===== src/rtl/fp_align_pipe_if.sv =====
// fp_align_pipe_if: handshake and data bus for the exponent-alignment pipeline.
//
// Carries the upstream beat (in_*), the downstream beat (out_*) and both
// valid/ready pairs.
//   slave  modport : the alignment stage (consumes in_*, produces out_*)
//   master modport : the surrounding datapath / testbench
//
// Operand layout (OP_W = 1 + EXP_W + MAN_W):
//   [OP_W-1] sign, [OP_W-2:MAN_W] biased exponent, [MAN_W-1:0] mantissa
interface fp_align_pipe_if #(
    parameter int EXP_W  = 8,
    parameter int MAN_W  = 27,
    parameter int TAG_W  = 8,
    parameter int SIDE_W = 36
);
    localparam int OP_W = 1 + EXP_W + MAN_W;

    logic              in_valid;
    logic              in_ready;
    logic [1:0]        in_idle;
    logic [OP_W-1:0]   in_c;
    logic [OP_W-1:0]   in_z;
    logic [SIDE_W-1:0] in_side;
    logic [TAG_W-1:0]  in_tag;

    logic              out_valid;
    logic              out_ready;
    logic [1:0]        out_idle;
    logic [OP_W-1:0]   out_c;
    logic [OP_W-1:0]   out_z;
    logic [SIDE_W-1:0] out_side;
    logic [TAG_W-1:0]  out_tag;
    logic              out_sat;

    modport slave (
        input  in_valid, in_idle, in_c, in_z, in_side, in_tag, out_ready,
        output in_ready, out_valid, out_idle, out_c, out_z, out_side, out_tag, out_sat
    );

    modport master (
        output in_valid, in_idle, in_c, in_z, in_side, in_tag, out_ready,
        input  in_ready, out_valid, out_idle, out_c, out_z, out_side, out_tag, out_sat
    );
endinterface


===== src/rtl/fp_align_pipe.sv =====
// fp_align_pipe: two-stage elastic exponent-alignment stage for the
// floating-point adder path of the CORDIC datapath.
//
// Stage 1 compares the biased exponents of C and Z and registers the
// distance d = |Ec - Ez| together with which operand is the smaller one.
// Stage 2 right-shifts the smaller operand's mantissa by d, folding every
// bit shifted out into bit 0 (sticky), and gives it the larger exponent.
// Distances of MAN_W or more collapse the mantissa to {0, |m} and raise
// out_sat. In put_idle (in_idle = 2'b10) both operands pass bit-exact.
// Sideband, tag and idle code ride along untouched.
//
// Ports:
//   clock      : sole clock, rising edge
//   reset_n    : synchronous active-low reset; clears both stages and outputs
//   bus        : fp_align_pipe_if.slave (in_* beat, out_* beat, valid/ready)
//   sat_count  : [15:0] saturating count of saturated output handshakes,
//                present only when ALIGN_SAT_COUNT_EN is defined
//
// Optional feature macro: ALIGN_SAT_COUNT_EN
module fp_align_pipe #(
    parameter int EXP_W  = 8,
    parameter int MAN_W  = 27,
    parameter int TAG_W  = 8,
    parameter int SIDE_W = 36
) (
    input  logic        clock,
    input  logic        reset_n,
    fp_align_pipe_if.slave bus
`ifdef ALIGN_SAT_COUNT_EN
    ,
    output logic [15:0] sat_count
`endif
);
    localparam int          OP_W     = 1 + EXP_W + MAN_W;
    localparam logic [31:0] MAN_W_U  = 32'(MAN_W);
    localparam logic [1:0]  IDLE_PUT = 2'b10;

    // Handshake
    logic              en_s;

    // Stage 1 registers
    logic              s1_valid_r;
    logic [1:0]        s1_idle_r;
    logic [OP_W-1:0]   s1_c_r;
    logic [OP_W-1:0]   s1_z_r;
    logic [SIDE_W-1:0] s1_side_r;
    logic [TAG_W-1:0]  s1_tag_r;
    logic [EXP_W-1:0]  s1_d_r;
    logic              s1_z_small_r;

    // Output registers
    logic              out_valid_r;
    logic [1:0]        out_idle_r;
    logic [OP_W-1:0]   out_c_r;
    logic [OP_W-1:0]   out_z_r;
    logic [SIDE_W-1:0] out_side_r;
    logic [TAG_W-1:0]  out_tag_r;
    logic              out_sat_r;

    // Stage 1 combinational
    logic [EXP_W-1:0]  ec_s;
    logic [EXP_W-1:0]  ez_s;
    logic [EXP_W-1:0]  d_s;
    logic              z_small_s;

    // Stage 2 combinational
    logic [OP_W-1:0]   small_op_s;
    logic [EXP_W-1:0]  big_exp_s;
    logic [MAN_W-1:0]  small_man_s;
    logic [MAN_W-1:0]  shifted_s;
    logic [MAN_W-1:0]  lost_mask_s;
    logic [MAN_W-1:0]  aligned_man_s;
    logic [OP_W-1:0]   aligned_op_s;
    logic              sat_s;
    logic [OP_W-1:0]   c_next_s;
    logic [OP_W-1:0]   z_next_s;
    logic              sat_next_s;

    // Whole pipe moves as one: it advances whenever the output slot is free or being taken.
    assign en_s         = !out_valid_r || bus.out_ready;
    assign bus.in_ready = en_s;

    assign bus.out_valid = out_valid_r;
    assign bus.out_idle  = out_idle_r;
    assign bus.out_c     = out_c_r;
    assign bus.out_z     = out_z_r;
    assign bus.out_side  = out_side_r;
    assign bus.out_tag   = out_tag_r;
    assign bus.out_sat   = out_sat_r;

    // Exponent compare: ties make C the small operand (shifted by zero, so unchanged).
    always_comb begin
        ec_s      = bus.in_c[OP_W-2:MAN_W];
        ez_s      = bus.in_z[OP_W-2:MAN_W];
        z_small_s = 1'b0;
        d_s       = {EXP_W{1'b0}};
        if (ec_s > ez_s) begin
            z_small_s = 1'b1;
            d_s       = ec_s - ez_s;
        end else begin
            z_small_s = 1'b0;
            d_s       = ez_s - ec_s;
        end
    end

    // Alignment shift with sticky collapse, then put_idle bypass selection.
    always_comb begin
        small_op_s = s1_c_r;
        big_exp_s  = s1_z_r[OP_W-2:MAN_W];
        if (s1_z_small_r) begin
            small_op_s = s1_z_r;
            big_exp_s  = s1_c_r[OP_W-2:MAN_W];
        end else begin
            small_op_s = s1_c_r;
            big_exp_s  = s1_z_r[OP_W-2:MAN_W];
        end

        small_man_s = small_op_s[MAN_W-1:0];
        sat_s       = (32'(s1_d_r) >= MAN_W_U);
        // Ones in the positions that fall off the right end for a shift of d.
        lost_mask_s = ~({MAN_W{1'b1}} << s1_d_r);
        shifted_s   = small_man_s >> s1_d_r;

        if (sat_s) begin
            aligned_man_s = {{(MAN_W-1){1'b0}}, |small_man_s};
        end else begin
            aligned_man_s = {shifted_s[MAN_W-1:1],
                             shifted_s[0] | (|(small_man_s & lost_mask_s))};
        end
        aligned_op_s = {small_op_s[OP_W-1], big_exp_s, aligned_man_s};

        c_next_s   = s1_c_r;
        z_next_s   = s1_z_r;
        sat_next_s = 1'b0;
        case (s1_idle_r)
            IDLE_PUT: begin
                c_next_s   = s1_c_r;
                z_next_s   = s1_z_r;
                sat_next_s = 1'b0;
            end
            default: begin
                // 2'b11 is handled exactly like no_idle.
                if (s1_z_small_r) begin
                    c_next_s = s1_c_r;
                    z_next_s = aligned_op_s;
                end else begin
                    c_next_s = aligned_op_s;
                    z_next_s = s1_z_r;
                end
                sat_next_s = sat_s;
            end
        endcase
    end

    // Pipeline registers: both stages load together on en_s, otherwise hold.
    always_ff @(posedge clock) begin
        if (!reset_n) begin
            s1_valid_r   <= 1'b0;
            s1_idle_r    <= 2'b00;
            s1_c_r       <= {OP_W{1'b0}};
            s1_z_r       <= {OP_W{1'b0}};
            s1_side_r    <= {SIDE_W{1'b0}};
            s1_tag_r     <= {TAG_W{1'b0}};
            s1_d_r       <= {EXP_W{1'b0}};
            s1_z_small_r <= 1'b0;
            out_valid_r  <= 1'b0;
            out_idle_r   <= 2'b00;
            out_c_r      <= {OP_W{1'b0}};
            out_z_r      <= {OP_W{1'b0}};
            out_side_r   <= {SIDE_W{1'b0}};
            out_tag_r    <= {TAG_W{1'b0}};
            out_sat_r    <= 1'b0;
        end else if (en_s) begin
            s1_valid_r   <= bus.in_valid;
            s1_idle_r    <= bus.in_idle;
            s1_c_r       <= bus.in_c;
            s1_z_r       <= bus.in_z;
            s1_side_r    <= bus.in_side;
            s1_tag_r     <= bus.in_tag;
            s1_d_r       <= d_s;
            s1_z_small_r <= z_small_s;
            out_valid_r  <= s1_valid_r;
            out_idle_r   <= s1_idle_r;
            out_c_r      <= c_next_s;
            out_z_r      <= z_next_s;
            out_side_r   <= s1_side_r;
            out_tag_r    <= s1_tag_r;
            out_sat_r    <= sat_next_s;
        end
    end

`ifdef ALIGN_SAT_COUNT_EN
    logic [15:0] sat_count_r;

    assign sat_count = sat_count_r;

    // Count saturated beats as they leave; stick at all-ones instead of wrapping.
    always_ff @(posedge clock) begin
        if (!reset_n) begin
            sat_count_r <= 16'h0000;
        end else if (out_valid_r && bus.out_ready && out_sat_r && (sat_count_r != 16'hFFFF)) begin
            sat_count_r <= sat_count_r + 16'd1;
        end
    end
`endif

endmodule

===== src/flat_wrapper.sv =====
// flat-port wrapper written by rule: the top's interface ports become plain ports
module fp_align_pipe_flat 
#(
    parameter int EXP_W  = 8,
    parameter int MAN_W  = 27,
    parameter int TAG_W  = 8,
    parameter int SIDE_W = 36
)
  (clock, reset_n, bus_in_valid, bus_in_idle, bus_in_c, bus_in_z, bus_in_side, bus_in_tag, bus_out_ready, bus_in_ready, bus_out_valid, bus_out_idle, bus_out_c, bus_out_z, bus_out_side, bus_out_tag, bus_out_sat);
  fp_align_pipe_if #(.EXP_W(EXP_W), .MAN_W(MAN_W), .TAG_W(TAG_W), .SIDE_W(SIDE_W)) bus_i ();
  input  logic clock;
  input  logic reset_n;
  input wire logic [$bits(bus_i.in_valid)-1:0] bus_in_valid;
  input wire logic [$bits(bus_i.in_idle)-1:0] bus_in_idle;
  input wire logic [$bits(bus_i.in_c)-1:0] bus_in_c;
  input wire logic [$bits(bus_i.in_z)-1:0] bus_in_z;
  input wire logic [$bits(bus_i.in_side)-1:0] bus_in_side;
  input wire logic [$bits(bus_i.in_tag)-1:0] bus_in_tag;
  input wire logic [$bits(bus_i.out_ready)-1:0] bus_out_ready;
  output wire logic [$bits(bus_i.in_ready)-1:0] bus_in_ready;
  output wire logic [$bits(bus_i.out_valid)-1:0] bus_out_valid;
  output wire logic [$bits(bus_i.out_idle)-1:0] bus_out_idle;
  output wire logic [$bits(bus_i.out_c)-1:0] bus_out_c;
  output wire logic [$bits(bus_i.out_z)-1:0] bus_out_z;
  output wire logic [$bits(bus_i.out_side)-1:0] bus_out_side;
  output wire logic [$bits(bus_i.out_tag)-1:0] bus_out_tag;
  output wire logic [$bits(bus_i.out_sat)-1:0] bus_out_sat;
  assign bus_i.in_valid = bus_in_valid;
  assign bus_i.in_idle = bus_in_idle;
  assign bus_i.in_c = bus_in_c;
  assign bus_i.in_z = bus_in_z;
  assign bus_i.in_side = bus_in_side;
  assign bus_i.in_tag = bus_in_tag;
  assign bus_i.out_ready = bus_out_ready;
  assign bus_in_ready = bus_i.in_ready;
  assign bus_out_valid = bus_i.out_valid;
  assign bus_out_idle = bus_i.out_idle;
  assign bus_out_c = bus_i.out_c;
  assign bus_out_z = bus_i.out_z;
  assign bus_out_side = bus_i.out_side;
  assign bus_out_tag = bus_i.out_tag;
  assign bus_out_sat = bus_i.out_sat;
  fp_align_pipe #(.EXP_W(EXP_W), .MAN_W(MAN_W), .TAG_W(TAG_W), .SIDE_W(SIDE_W)) u_core (.clock(clock), .reset_n(reset_n), .bus(bus_i));
endmodule

===== config.mk =====
export PLATFORM = sky130hd
export DESIGN_NAME = fp_align_pipe_flat
export DESIGN_NICKNAME = d
export VERILOG_FILES = /design/src/rtl/fp_align_pipe_if.sv /design/src/rtl/fp_align_pipe.sv /design/src/flat_wrapper.sv
export SDC_FILE = /design/constraint.sdc
export NUM_CORES = 1
export LEC_CHECK = 0
export BUFFER_PORTS_ARGS = -buffer_cell sky130_fd_sc_hd__buf_4
export CAP_MARGIN = 20
export CORE_ASPECT_RATIO = 2
export CORE_MARGIN = 3
export CORE_UTILIZATION = 56
export DETAILED_ROUTE_END_ITERATION = 8
export PLACE_DENSITY = 0.81
export SLEW_MARGIN = 40
export SYNTH_ARGS = -nofsm -noshare
export SYNTH_HDL_FRONTEND = slang
export SYNTH_SLANG_ARGS = --single-unit

===== constraint.sdc =====
create_clock -name clock -period 3.2 [get_ports clock]
set_input_delay 0.64 -clock clock [delete_from_list [all_inputs] [get_ports clock]]
set_output_delay 0.64 -clock clock [all_outputs]
set_load 0.01 [all_outputs]

==> results of run 1 <==
[per-stage QoR]
step	cells	hold slack (ns)	util [%]	total power, mW
2_1_floorplan	1580	0.432	-	4.74
3_3_place_gp	2009	0.438	66.6	5.58
3_5_place_dp	2009	0.445	66.6	5.60
4_1_cts	2049	0.339	70.1	8.36
5_1_grt	2050	0.350	70.3	8.67
6_report	2051	0.354	70.3	8.39
[power by group]
part	switching [mW]	internal (mW)	leakage [nW]
clock	1.23	1.56	0.367
sequential	0.242	3.30	2.05
combinational	1.22	0.834	3.98
total	2.70	5.69	6.40
[cells by family (layout without fill, tap and decap cells)]
| logic type | count (synthesis) | after routing |
|---|---|---|
| compound gates | 393 | 393 |
| mux | 77 | 77 |
| buf+inv | 163 | 360 |
| simple gates | 674 | 674 |
| flops | 248 | 248 |
| fa+ha+maj | 20 | 20 |
| other cells | 0 | 1 |
| xor+xnor | 5 | 5 |
[metal layers]
metal	vias up	track usage, %	wire (µm)
li1	5862	-	-
met1	5920	36.3	14700
met2	626	67.8	24100
met3	248	8.76	3520
met4	0	32.6	5020
met5	-	0	0
[path summary, 6_finish.rpt]
kind	cells past startpoint	from	slack [ns]	to
worst min register to register	2	u_core.s1_side_r[17]	0.45	u_core.s1_side_r[17]
worst max register to register	9	u_core.s1_z_small_r	0.19	u_core.bus.out_c[0]
worst max-delay path	9	u_core.s1_z_small_r	0.19	u_core.bus.out_c[0]
worst min-delay path	3	bus_in_c[6]	0.35	u_core.s1_c_r[6]
[cells in the final DEF (no fill, tap or decap), types with 4 or more instances in the layout]
cell type                     n
sky130_fd_sc_hd__nand2_1    449
sky130_fd_sc_hd__buf_4      286
sky130_fd_sc_hd__dfxtp_1    246
sky130_fd_sc_hd__a21oi_1    211
sky130_fd_sc_hd__nor2_1      93
sky130_fd_sc_hd__nand3_1     45
sky130_fd_sc_hd__o21ai_0     39
sky130_fd_sc_hd__mux2i_1     30
sky130_fd_sc_hd__a311oi_1    29
sky130_fd_sc_hd__mux4_2      28
sky130_fd_sc_hd__o211ai_1    25
sky130_fd_sc_hd__nor3_1      24
sky130_fd_sc_hd__inv_1       24
sky130_fd_sc_hd__clkbuf_16   22
sky130_fd_sc_hd__nand4_1     19
sky130_fd_sc_hd__ha_1        15
sky130_fd_sc_hd__a211oi_1    14
sky130_fd_sc_hd__mux2_2      11
sky130_fd_sc_hd__a31oi_1      9
sky130_fd_sc_hd__o21ai_1      8
sky130_fd_sc_hd__nand2b_1     7
sky130_fd_sc_hd__and2_1       7
sky130_fd_sc_hd__o31ai_1      6
sky130_fd_sc_hd__buf_12       6
sky130_fd_sc_hd__clkinv_4     5
sky130_fd_sc_hd__or3_1        4
sky130_fd_sc_hd__mux2_1       4
sky130_fd_sc_hd__nor3b_1      4
sky130_fd_sc_hd__nor2b_1      4
[worst max-delay path, delay by kind of cell (launching register included)]
kind            cells  cell delay, ns
buf+inv             1            0.34
mux                 1            0.39
simple gates        2            0.27
flops               1            0.87
compound gates      5            0.98
[cell type report]
cell class | instances | area (µm²)
clock inverter | 15 | 189
inverter | 27 | 114
timing repair buffer | 293 | 2290
multi-input combinational | 1169 | 6760
tap | 273 | 342
clock buffer | 25 | 572
fill | 1740 | 6440
sequential | 248 | 4970
antenna | 1 | 2.50
[state kept, by name, summed over array words and instances, names as in the netlist]
name and count:
u_core.s1_side_r 36, u_core.bus.out_valid 1, u_core.s1_d_r 8, u_core.bus.out_side 36
u_core.s1_z_r 36, u_core.s1_valid_r 1, u_core.s1_c_r 36, u_core.s1_z_small_r 1
u_core.bus.out_c 36, u_core.bus.out_idle 2, u_core.bus.out_z 36, u_core.bus.out_tag 8
u_core.s1_idle_r 2, u_core.s1_tag_r 8, u_core.bus.out_sat 1
==> results summary, run 1 <==
The flow ran to the end, and the final reports show no timing, DRC or antenna violations. The proportion of synthesized area in mux cells is 9.56%. The number of DRC violations after detailed routing is 0. The min-delay analysis places its worst path in the category in -> reg. The placeable core region is 21700 µm². The routed wirelength normalized by instance count is 23.1 µm. Timing would allow up to 0.333 GHz. The portion of the post-synthesis area used by sequential elements is 39.9%. For this design the top-level I/O count stands at 243. The CTS clock-pin slew for the worst setup and hold paths came out at 0.07 ns. The largest clock skew in the final design is 0.0102 ns. The library cell occupying the most area in the post-synthesis netlist is sky130_fd_sc_hd__dfxtp_1. In this run the horizontal extent of the chip is 111 µm.

Once the clock tree was built, the setup fixing pass inserted 0 buffers. The initial utilization of the core area, before any placement, comes to 57.4%. The number of nets in the final layout came out at 1900. The cell area that synthesis handed to floorplanning was 12400 µm². The total routing resource utilization after global routing is 38.1%.

The post-synthesis net count is 1719. The number of flops mapped to enable cells by yosys came out at 0. The detailed-route vias per instance came out at 6.17. The max-slew violation count is 0. In the synthesized netlist the dominant register cell turns out to be sky130_fd_sc_hd__dfxtp_1. The reported leakage power came out at 6.40 nW. The Yosys step of the flow raised 0 warnings. STA puts the critical path data required time at 3.60 ns. The adder-cell share of the synthesized area is 2.07%. The signed area change from the synthesized netlist to the final layout is 22.5%.

The number of hold buffers added after CTS is 0. After synthesis the netlist holds a flip-flop and latch count of 248. The pin slew with the least headroom to its limit is 0.834 ns. The number of endpoints failing setup at the final stage is 0. In the post-synthesis netlist, the cell with the most instances is sky130_fd_sc_hd__nand2_1. Dividing total power by cell area gives a power density of 550 nW/µm². The count of distinct cell types in the synthesized netlist is 83. The instance count of the mapped netlist came out at 1580. The final hold violation count came to 0. Traced cell by cell, the critical path runs through buf_4 > mux4_2 > o2bb2ai_4 > nand3_1 > o211ai_2 > o31ai_1 > nand4_1 > o41ai_2 > o211ai_2. Of the post-synthesis cell area, the dominant cell type holds 39.9%. Sorting the synthesized cells by how often they occur yields sky130_fd_sc_hd__nand2_1 (449), sky130_fd_sc_hd__dfxtp_1 (248), sky130_fd_sc_hd__a21oi_1 (211), sky130_fd_sc_hd__clkbuf_1 (95), sky130_fd_sc_hd__nor2_1 (93). The number of buffers on the longest clock path is 3. The total number of H-tree levels is 1. For the worst-skew pair, the clock arrives at the later sink with an insertion delay of 0.53 ns. The delay of the slowest cell on the worst path came out at 0.87 ns. The fraction of synthesis flops using an asynchronous set or reset pin came out at 0%.

The fraction of synthesized cell area in xor and xnor cells came out at 0.352%. The total non-filler cell area in the finished layout is 15200 µm². The sort of element at the start of the critical path is a register. TritonCTS built the clock tree.

The largest net degree at the start of global routing came out at 200. The final critical path takes up 94.0% of the cycle. After synthesis, the cell types taking the most area are sky130_fd_sc_hd__dfxtp_1 (40%), sky130_fd_sc_hd__nand2_1 (14%), sky130_fd_sc_hd__a21oi_1 (8.5%). The length of the first detailed-routing pass in iterations came out at 5. The endpoint kind of the worst setup timing path is a register. The average instance area after synthesis came out at 7.87 µm². The detailed-route via count came out at 12700. The setup slack after layout is 0.193 ns.

The simple-gate share of the synthesized area is 22.6%. The half-perimeter wire length after detailed placement came out at 34100 µm. The clock drives 248 sinks.

The initial DRC count came out at 954. The highest net fanout along the worst path came out at 33. The global-route wire length before repair came out at 72000 µm. The combinational family with the most area after synthesis is simple AND/OR/NAND/NOR gates. STA puts the critical path data arrival time at 3.41 ns.

The placement row count is 76. The largest individual stage delay along the critical path comes from the cell sky130_fd_sc_hd__dfxtp_2. The residual overflow from global routing came out at 0. The via count of the first global-routing pass is 12700.

Adding up every negative setup slack in the final design gives 0 ns. The overall die height came out at 217 µm. Clock tree synthesis inserted a total of 22 buffers. The most frequent cell on the critical path is sky130_fd_sc_hd__o211ai_2. Before CTS, the worst setup slack after placement is 0.230 ns. Clock tree synthesis selected as its root buffer the cell sky130_fd_sc_hd__clkbuf_16.

The start-to-end type of the worst setup path is reg -> reg. The count of nets left with antenna violations after detail routing came out at 0. The headroom to the max-slew limit came out at 44.4%. Setup repair after global routing left no endpoint under its margin. The area fraction in compound gates after synthesis came out at 19.7%.

The worst ir drop on vdd came out at 0.509 mV. The initial antenna violation count is 1. The global placer's final weighted congestion is 1.09. The final wirelength is 47400 µm. The post-cts resize count came out at 0. The shortest period the worst path allows is 3.01 ns. The fraction of final layout cells sized beyond drive strength 1 came out at 22.5%. The cell area after placement came out at 14400 µm². The floorplan step defined a die boundary enclosing 24100 µm².

The number of buffers added on ports is 242. The count of max-cap constraint violations is 0.
(Power assumes the default switching activity.)
==> inputs of run 2 (changes only) <==
==> constraint.sdc (replaced) <==
create_clock -name clock -period 3.2 [get_ports clock]
set_input_delay 0.32 -clock clock [delete_from_list [all_inputs] [get_ports clock]]
set_output_delay 0.32 -clock clock [all_outputs]
set_load 0.01 [all_outputs]
==> results summary, run 2 (synthesis gave the netlist of run 1 again) <==
Run status: completed (unchanged). The worst hold path class was in -> reg (unchanged). The half-perimeter wire length after detailed placement is 33800 µm (was 34100 µm).

RSZ-0062 raised after global routing: no (unchanged). The clock root buffer is sky130_fd_sc_hd__clkbuf_16 (unchanged). The largest net degree at the start of global routing is 200 (unchanged). The count of nets left with antenna violations after detail routing came out at 0 (unchanged). The placeable core region is 21700 µm² (unchanged). The length of the first detailed-routing pass in iterations is 8 (was 5). The sort of element at the start of the critical path is a register (unchanged). The detailed-route vias per instance is 6.14 (was 6.17). The total non-filler cell area in the finished layout came out at 15200 µm² (about the same). The fraction of final layout cells sized beyond drive strength 1 came out at 22.5% (about the same). The cell count after placement is 2008 (was 2009).

The count of fill cells added during filler insertion is 1799 (was 1740). The clock sink total was 248 (unchanged). The number of hold buffers added after CTS is 0 (unchanged). The overall power consumption was 8.47 mW (was 8.39 mW). The number of buffers added on ports came out at 242 (unchanged).

The number of buffers on the longest clock path came out at 3 (unchanged). The post-CTS setup-driven buffer insertion count is 0 (unchanged). The clock tree from TritonCTS was yes (unchanged). The hold path startpoint is bus_in_c[7] (was bus_in_c[6]). The residual overflow from global routing is 0 (unchanged).

The final hold violation count is 0 (unchanged). The total routing resource utilization after global routing is 37.6% (was 38.1%). The I/O pin count came out at 243 (unchanged). The register-to-register setup slack is 0.24 ns (was 0.19 ns). The CTS clock-pin slew for the worst setup and hold paths is 0.07 ns (about the same). The highest net fanout along the worst path is 30 (was 33).

Commonest non-fill, non-tap cells in the layout: sky130_fd_sc_hd__nand2_1 (449), sky130_fd_sc_hd__buf_4 (287), sky130_fd_sc_hd__dfxtp_1 (247) (was sky130_fd_sc_hd__nand2_1 (449), sky130_fd_sc_hd__buf_4 (286), sky130_fd_sc_hd__dfxtp_1 (246)). The global-route wire length before repair came out at 70600 µm (was 72000 µm). The count of max-cap constraint violations was 0 (unchanged). The signed area change from the synthesized netlist to the final layout came to 22.5% (about the same). The setup slack after layout came out at 0.243 ns (was 0.193 ns). The number of DRC violations after detailed routing came to 0 (unchanged). The initial DRC count was 1155 (was 954).

The sequential cell area was 4970 µm² (about the same). The cell at the slowest stage of the critical path is sky130_fd_sc_hd__dfxtp_2 (unchanged). The fmax came out at 0.338 GHz (was 0.333 GHz). The via count of the first global-routing pass is 12400 (was 12700). The total power divided by cell area was 556 nW/µm² (was 550 nW/µm²). The number of clock buffers inserted by TritonCTS is 23 (was 22). The post-layout instance count excluding filler cells is 2050 (was 2051).

The launch point of the worst reg-to-reg path is u_core.s1_z_small_r (unchanged). The final core utilization is 70.3% (about the same). The required time of the critical path is 3.65 ns (was 3.60 ns). The placement row count came out at 76 (unchanged). The total number of H-tree levels is 1 (unchanged). The shortest period the worst path allows is 2.96 ns (was 3.01 ns). The reported leakage power was 6.41 nW (was 6.40 nW). The pin slew with the least headroom to its limit is 0.724 ns (was 0.834 ns). The depth of the worst register-to-register path was 9 (unchanged). The post-cts resize count came out at 0 (unchanged). The final worst-path cycle share came to 92.4% (was 94.0%).

The placement-stage worst setup slack came out at 0.316 ns (was 0.230 ns). The horizontal die dimension came out at 111 µm (unchanged). The leading cell type in the layout, fill and taps excluded was sky130_fd_sc_hd__nand2_1 (unchanged). The worst ir drop on vdd is 0.568 mV (was 0.509 mV).

The max-slew violation count came to 0 (unchanged). The effective utilization at floorplan came out at 57.4% (unchanged). The worst hold path cell count is 3 (unchanged). The clock insertion delay at the later pin of the skew report is 0.55 ns (was 0.53 ns). The overall die height came to 217 µm (unchanged).

The largest clock skew in the final design was 0.0186 ns (was 0.0102 ns). The headroom to the max-slew limit is 51.8% (was 44.4%). The area of the multi-input gates came out at 6760 µm² (about the same).

The cell area after placement is 14400 µm² (about the same). The endpoint kind of the worst setup timing path was a register (unchanged). The delay of the slowest cell on the worst path came to 0.80 ns (was 0.87 ns). The most frequent cell on the critical path is sky130_fd_sc_hd__nor2_1 (was sky130_fd_sc_hd__o211ai_2). The post-route setup TNS is 0 ns (unchanged).

The worst path arrival time is 3.40 ns (was 3.41 ns). The routed wirelength normalized by instance count was 22.9 µm (was 23.1 µm). The end point of the most critical hold path is u_core.s1_c_r[7] (was u_core.s1_c_r[6]). The detailed-route via count is 12600 (was 12700). The reg-to-reg critical path endpoint is u_core.bus.out_c[8] (was u_core.bus.out_c[0]). The initial antenna violation count came out at 1 (unchanged). Cells along the critical path: buf_4 > mux4_2 > mux2_1 > nor2_1 > a2111oi_0 > a21oi_1 > o21ai_1 > nor2_1 > o31ai_1 (was buf_4 > mux4_2 > o2bb2ai_4 > nand3_1 > o211ai_2 > o31ai_1 > nand4_1 > o41ai_2 > o211ai_2).

The global placer's final weighted congestion came out at 1.09 (about the same). The number of nets in the final layout is 1900 (unchanged). The die footprint is 24100 µm² (unchanged). The number of endpoints failing setup at the final stage is 0 (unchanged). The start-to-end type of the worst setup path is reg -> reg (unchanged). The final wirelength is 46900 µm (was 47400 µm).

The worst hold slack after final layout is 0.0177 ns (was 0.354 ns).
[run 2: how the worst max path moves through the flow]
stage                              from                  end  slack, ns  cells after the start
floorplan                  bus_in_z[29]     u_core.s1_d_r[3]       0.81                     11
global placement    u_core.s1_z_small_r  u_core.bus.out_c[8]       0.39                      9
detailed placement  u_core.s1_z_small_r  u_core.bus.out_c[8]       0.32                      9
CTS                 u_core.s1_z_small_r  u_core.bus.out_c[8]       0.29                      9
global route        u_core.s1_z_small_r  u_core.bus.out_z[8]       0.03                      9
finish              u_core.s1_z_small_r  u_core.bus.out_c[8]       0.24                      9
[run 2: area by class of cell]
cell class / instances / area share, %
sequential: 248 / 32.6
clock buffer: 28 / 4.10
tap: 273 / 2.24
inverter: 27 / 0.747
multi-input combinational: 1169 / 44.4
timing repair buffer: 292 / 14.8
clock inverter: 12 / 1.06
antenna: 1 / 0.0164
[run 2: worst max-delay path: cells and delay by family (launching register included)]
kind / cells / cell delay (ns)
AOI/OAI and AO/OA: 4 / 1.06
buffers and inverters: 1 / 0.35
and+or+nand+nor: 2 / 0.14
muxes: 2 / 0.49
DFF: 1 / 0.80
[run 2: power by group]
part,total (mW),internal (mW),leakage [nW],switching [mW]
registers,3.55,3.30,2.05,0.252
logic,2.03,0.823,3.97,1.21
clock network,2.89,1.65,0.393,1.24
total,8.47,5.77,6.41,2.70
[run 2: per-layer routing]
| layer | share of wire [%] | wire (µm) | GRT usage, % | vias to the layer above |
|---|---|---|---|---|
| met3 | 7.3 | 3440 | 7.90 | 257 |
| met5 | 0 | 0 | 0 | - |
| met4 | 11 | 5020 | 32.0 | 0 |
| li1 | - | - | - | 5851 |
| met1 | 32 | 15100 | 37.6 | 5852 |
| met2 | 50 | 23300 | 65.4 | 617 |
==> inputs of run 3 (changes only) <==
BUFFER_PORTS_ARGS = -buffer_cell sky130_fd_sc_hd__clkbuf_2   (was -buffer_cell sky130_fd_sc_hd__buf_4)
==> results summary, run 3 (synthesis gave the netlist of run 1 again) <==
The placement row count was 76 (unchanged). The number of buffers added on ports came out at 242 (unchanged). The count of max-cap constraint violations came out at 0 (unchanged). The global-route wire length before repair came out at 70600 µm (about the same).

The pin slew with the least headroom to its limit was 0.812 ns (was 0.724 ns). The die footprint is 24100 µm² (unchanged). The switching component of the power came out at 2.64 mW (was 2.70 mW). The sequential cell area was 4970 µm² (unchanged). The worst hold path class is in -> reg (unchanged).

The routed wirelength normalized by instance count came out at 22.8 µm (was 22.9 µm). The number of hold buffers added after CTS came out at 0 (unchanged). The residual overflow from global routing came out at 0 (unchanged). The placeable core region came out at 21700 µm² (unchanged). The total power divided by cell area is 558 nW/µm² (was 556 nW/µm²). The leading cell type in the layout, fill and taps excluded is sky130_fd_sc_hd__nand2_1 (unchanged). Cells along the critical path: mux2_2 > mux4_2 > a221oi_1 > a31oi_1 > o31ai_1 > nand4_1 > o41ai_2 > o211ai_2 (was buf_4 > mux4_2 > mux2_1 > nor2_1 > a2111oi_0 > a21oi_1 > o21ai_1 > nor2_1 > o31ai_1).

The delay of the slowest cell on the worst path came to 0.79 ns (was 0.80 ns). The sort of element at the start of the critical path is a register (unchanged). The number of nets in the final layout is 1901 (was 1900). The worst hold slack after final layout is 0.0210 ns (was 0.0177 ns).

The highest net fanout along the worst path is 28 (was 30). The post-cts resize count is 0 (unchanged). The detailed-route via count came out at 12700 (was 12600). The endpoint kind of the worst setup timing path is a register (unchanged). The setup slack after layout was 0.306 ns (was 0.243 ns). The cell at the slowest stage of the critical path is sky130_fd_sc_hd__dfxtp_2 (unchanged). The length of the first detailed-routing pass in iterations was 7 (was 8). The reported leakage power came out at 6.21 nW (was 6.41 nW). Run status: completed (unchanged). The I/O pin count is 243 (unchanged). The buffering stage count on the worst path with inverters included came out at 0 (was 1). The largest net degree at the start of global routing is 200 (unchanged). The start-to-end type of the worst setup path is reg -> reg (unchanged). The effective utilization at floorplan came to 57.4% (unchanged). The overall die height is 217 µm (unchanged). The global placer's final weighted congestion is 1.07 (was 1.09). The clock tree from TritonCTS is yes (unchanged). The fraction of final layout cells sized beyond drive strength 1 came out at 22.3% (was 22.5%). The max-slew violation count came to 0 (unchanged). The total routing resource utilization after global routing was 37.6% (about the same). The shortest period the worst path allows came out at 2.89 ns (was 2.96 ns). The initial DRC count is 1008 (was 1155). The count of fill cells added during filler insertion came out at 1883 (was 1799).

The register-to-register setup slack is 0.31 ns (was 0.24 ns). The final hold violation count is 0 (unchanged). The largest delay contributor family on the critical path was multiplexers (was compound AO/OA/AOI/OAI gates). The share of total power consumed by net switching is 32.5% (was 31.8%). The CTS clock-pin slew for the worst setup and hold paths came to 0.07 ns (about the same). The placement-stage worst setup slack is 0.376 ns (was 0.316 ns). The fmax came out at 0.346 GHz (was 0.338 GHz).

The headroom to the max-slew limit came out at 45.9% (was 51.8%). The number of buffers on the longest clock path was 3 (unchanged). The fraction of power consumed by combinational cells came out at 24.1% (was 23.9%). The number of clock buffers inserted by TritonCTS was 22 (was 23). The signed area change from the synthesized netlist to the final layout was 17.1% (was 22.5%). The number of DRC violations after detailed routing came to 0 (unchanged). The half-perimeter wire length after detailed placement is 33700 µm (was 33800 µm). The final wirelength came to 46900 µm (about the same). The post-route setup TNS is 0 ns (unchanged). RSZ-0062 raised after global routing: no (unchanged). The clock root buffer is sky130_fd_sc_hd__clkbuf_16 (unchanged).

The number of endpoints failing setup at the final stage was 0 (unchanged). The clock insertion delay at the later pin of the skew report came to 0.52 ns (was 0.55 ns). The clock sink total is 248 (unchanged). The power share of the sequential group is 43.5% (was 41.9%). The total number of H-tree levels is 1 (unchanged). The initial antenna violation count came out at 1 (unchanged). The final worst-path cycle share came out at 90.4% (was 92.4%). The area of the multi-input gates came out at 6760 µm² (about the same). The detailed-route vias per instance came out at 6.16 (was 6.14). The worst ir drop on vdd came out at 0.550 mV (was 0.568 mV). The final core utilization is 67.2% (was 70.3%). Commonest non-fill, non-tap cells in the layout: sky130_fd_sc_hd__nand2_1 (449), sky130_fd_sc_hd__dfxtp_1 (247), sky130_fd_sc_hd__clkbuf_2 (242) (was sky130_fd_sc_hd__nand2_1 (449), sky130_fd_sc_hd__buf_4 (287), sky130_fd_sc_hd__dfxtp_1 (247)).

The worst path arrival time is 3.28 ns (was 3.40 ns). The clock group share of total power came out at 32.3% (was 34.1%). The cell area after placement came to 13800 µm² (was 14400 µm²). The via count of the first global-routing pass came out at 12400 (about the same).

The internal power component is 5.49 mW (was 5.77 mW). The required time of the critical path came out at 3.59 ns (was 3.65 ns). The horizontal die dimension is 111 µm (unchanged). The post-CTS setup-driven buffer insertion count is 0 (unchanged). The count of nets left with antenna violations after detail routing was 0 (unchanged). The total non-filler cell area in the finished layout is 14600 µm² (was 15200 µm²). The largest clock skew in the final design is 0.00989 ns (was 0.0186 ns).
run 3: cell types whose count changed in the layout (fill, tap and decap cells not counted), sizes merged:
cell and delta:
buf -240, bufinv -3, clkbuf +248, clkinvlp +1, diode +1, inv -4
run 3: final cells by class:
cell class / instances / area share, %
antenna: 2 / 0.0344
clock buffer: 34 / 4.65
clock inverter: 6 / 0.223
inverter: 27 / 0.782
multi-input combinational: 1169 / 46.4
sequential: 248 / 34.1
tap: 273 / 2.34
timing repair buffer: 294 / 11.5
run 3: per-stage QoR:
| step | cells | power [mW] |
|---|---|---|
| 2_1_floorplan | 1580 | 4.74 |
| 3_3_place_gp | 2010 | 5.47 |
| 3_5_place_dp | 2010 | 5.49 |
| 4_1_cts | 2050 | 8.09 |
| 5_1_grt | 2052 | 8.41 |
| 6_report | 2053 | 8.13 |
run 3: worst reg2reg max path: stages (launching register included):
cell and delay, ns:
sky130_fd_sc_hd__dfxtp_2 0.79, sky130_fd_sc_hd__mux2_2 0.44, sky130_fd_sc_hd__mux4_2 0.56, sky130_fd_sc_hd__a221oi_1 0.32
sky130_fd_sc_hd__a31oi_1 0.11, sky130_fd_sc_hd__o31ai_1 0.13, sky130_fd_sc_hd__nand4_1 0.15, sky130_fd_sc_hd__o41ai_2 0.12
sky130_fd_sc_hd__o211ai_2 0.13
run 3: path summary, 6_finish.rpt:
path	depth (start not counted)	start	end
max	8	u_core.s1_z_small_r	u_core.bus.out_c[0]
min reg2reg	2	u_core.s1_side_r[14]	u_core.s1_side_r[14]
max reg2reg	8	u_core.s1_z_small_r	u_core.bus.out_c[0]
min	3	bus_in_z[13]	u_core.s1_z_r[13]
run 3: power by group through the flow:
stage,registers [mW],clock network [mW],logic [mW]
2_1_floorplan,3.54,0,1.20
3_3_place_gp,3.58,0,1.89
3_5_place_dp,3.59,0,1.90
4_1_cts,3.52,2.65,1.91
5_1_grt,3.55,2.76,2.10
6_report,3.54,2.63,1.96
run 3: per-layer routing:
| layer | part of all wire (%) | up-vias | track usage [%] |
|---|---|---|---|
| met1 | 32 | 5952 | 37.2 |
| li1 | - | 5860 | - |
| met3 | 7.2 | 222 | 8.57 |
| met5 | 0 | - | 0 |
| met4 | 9.6 | 0 | 30.9 |
| met2 | 51 | 616 | 66.1 |
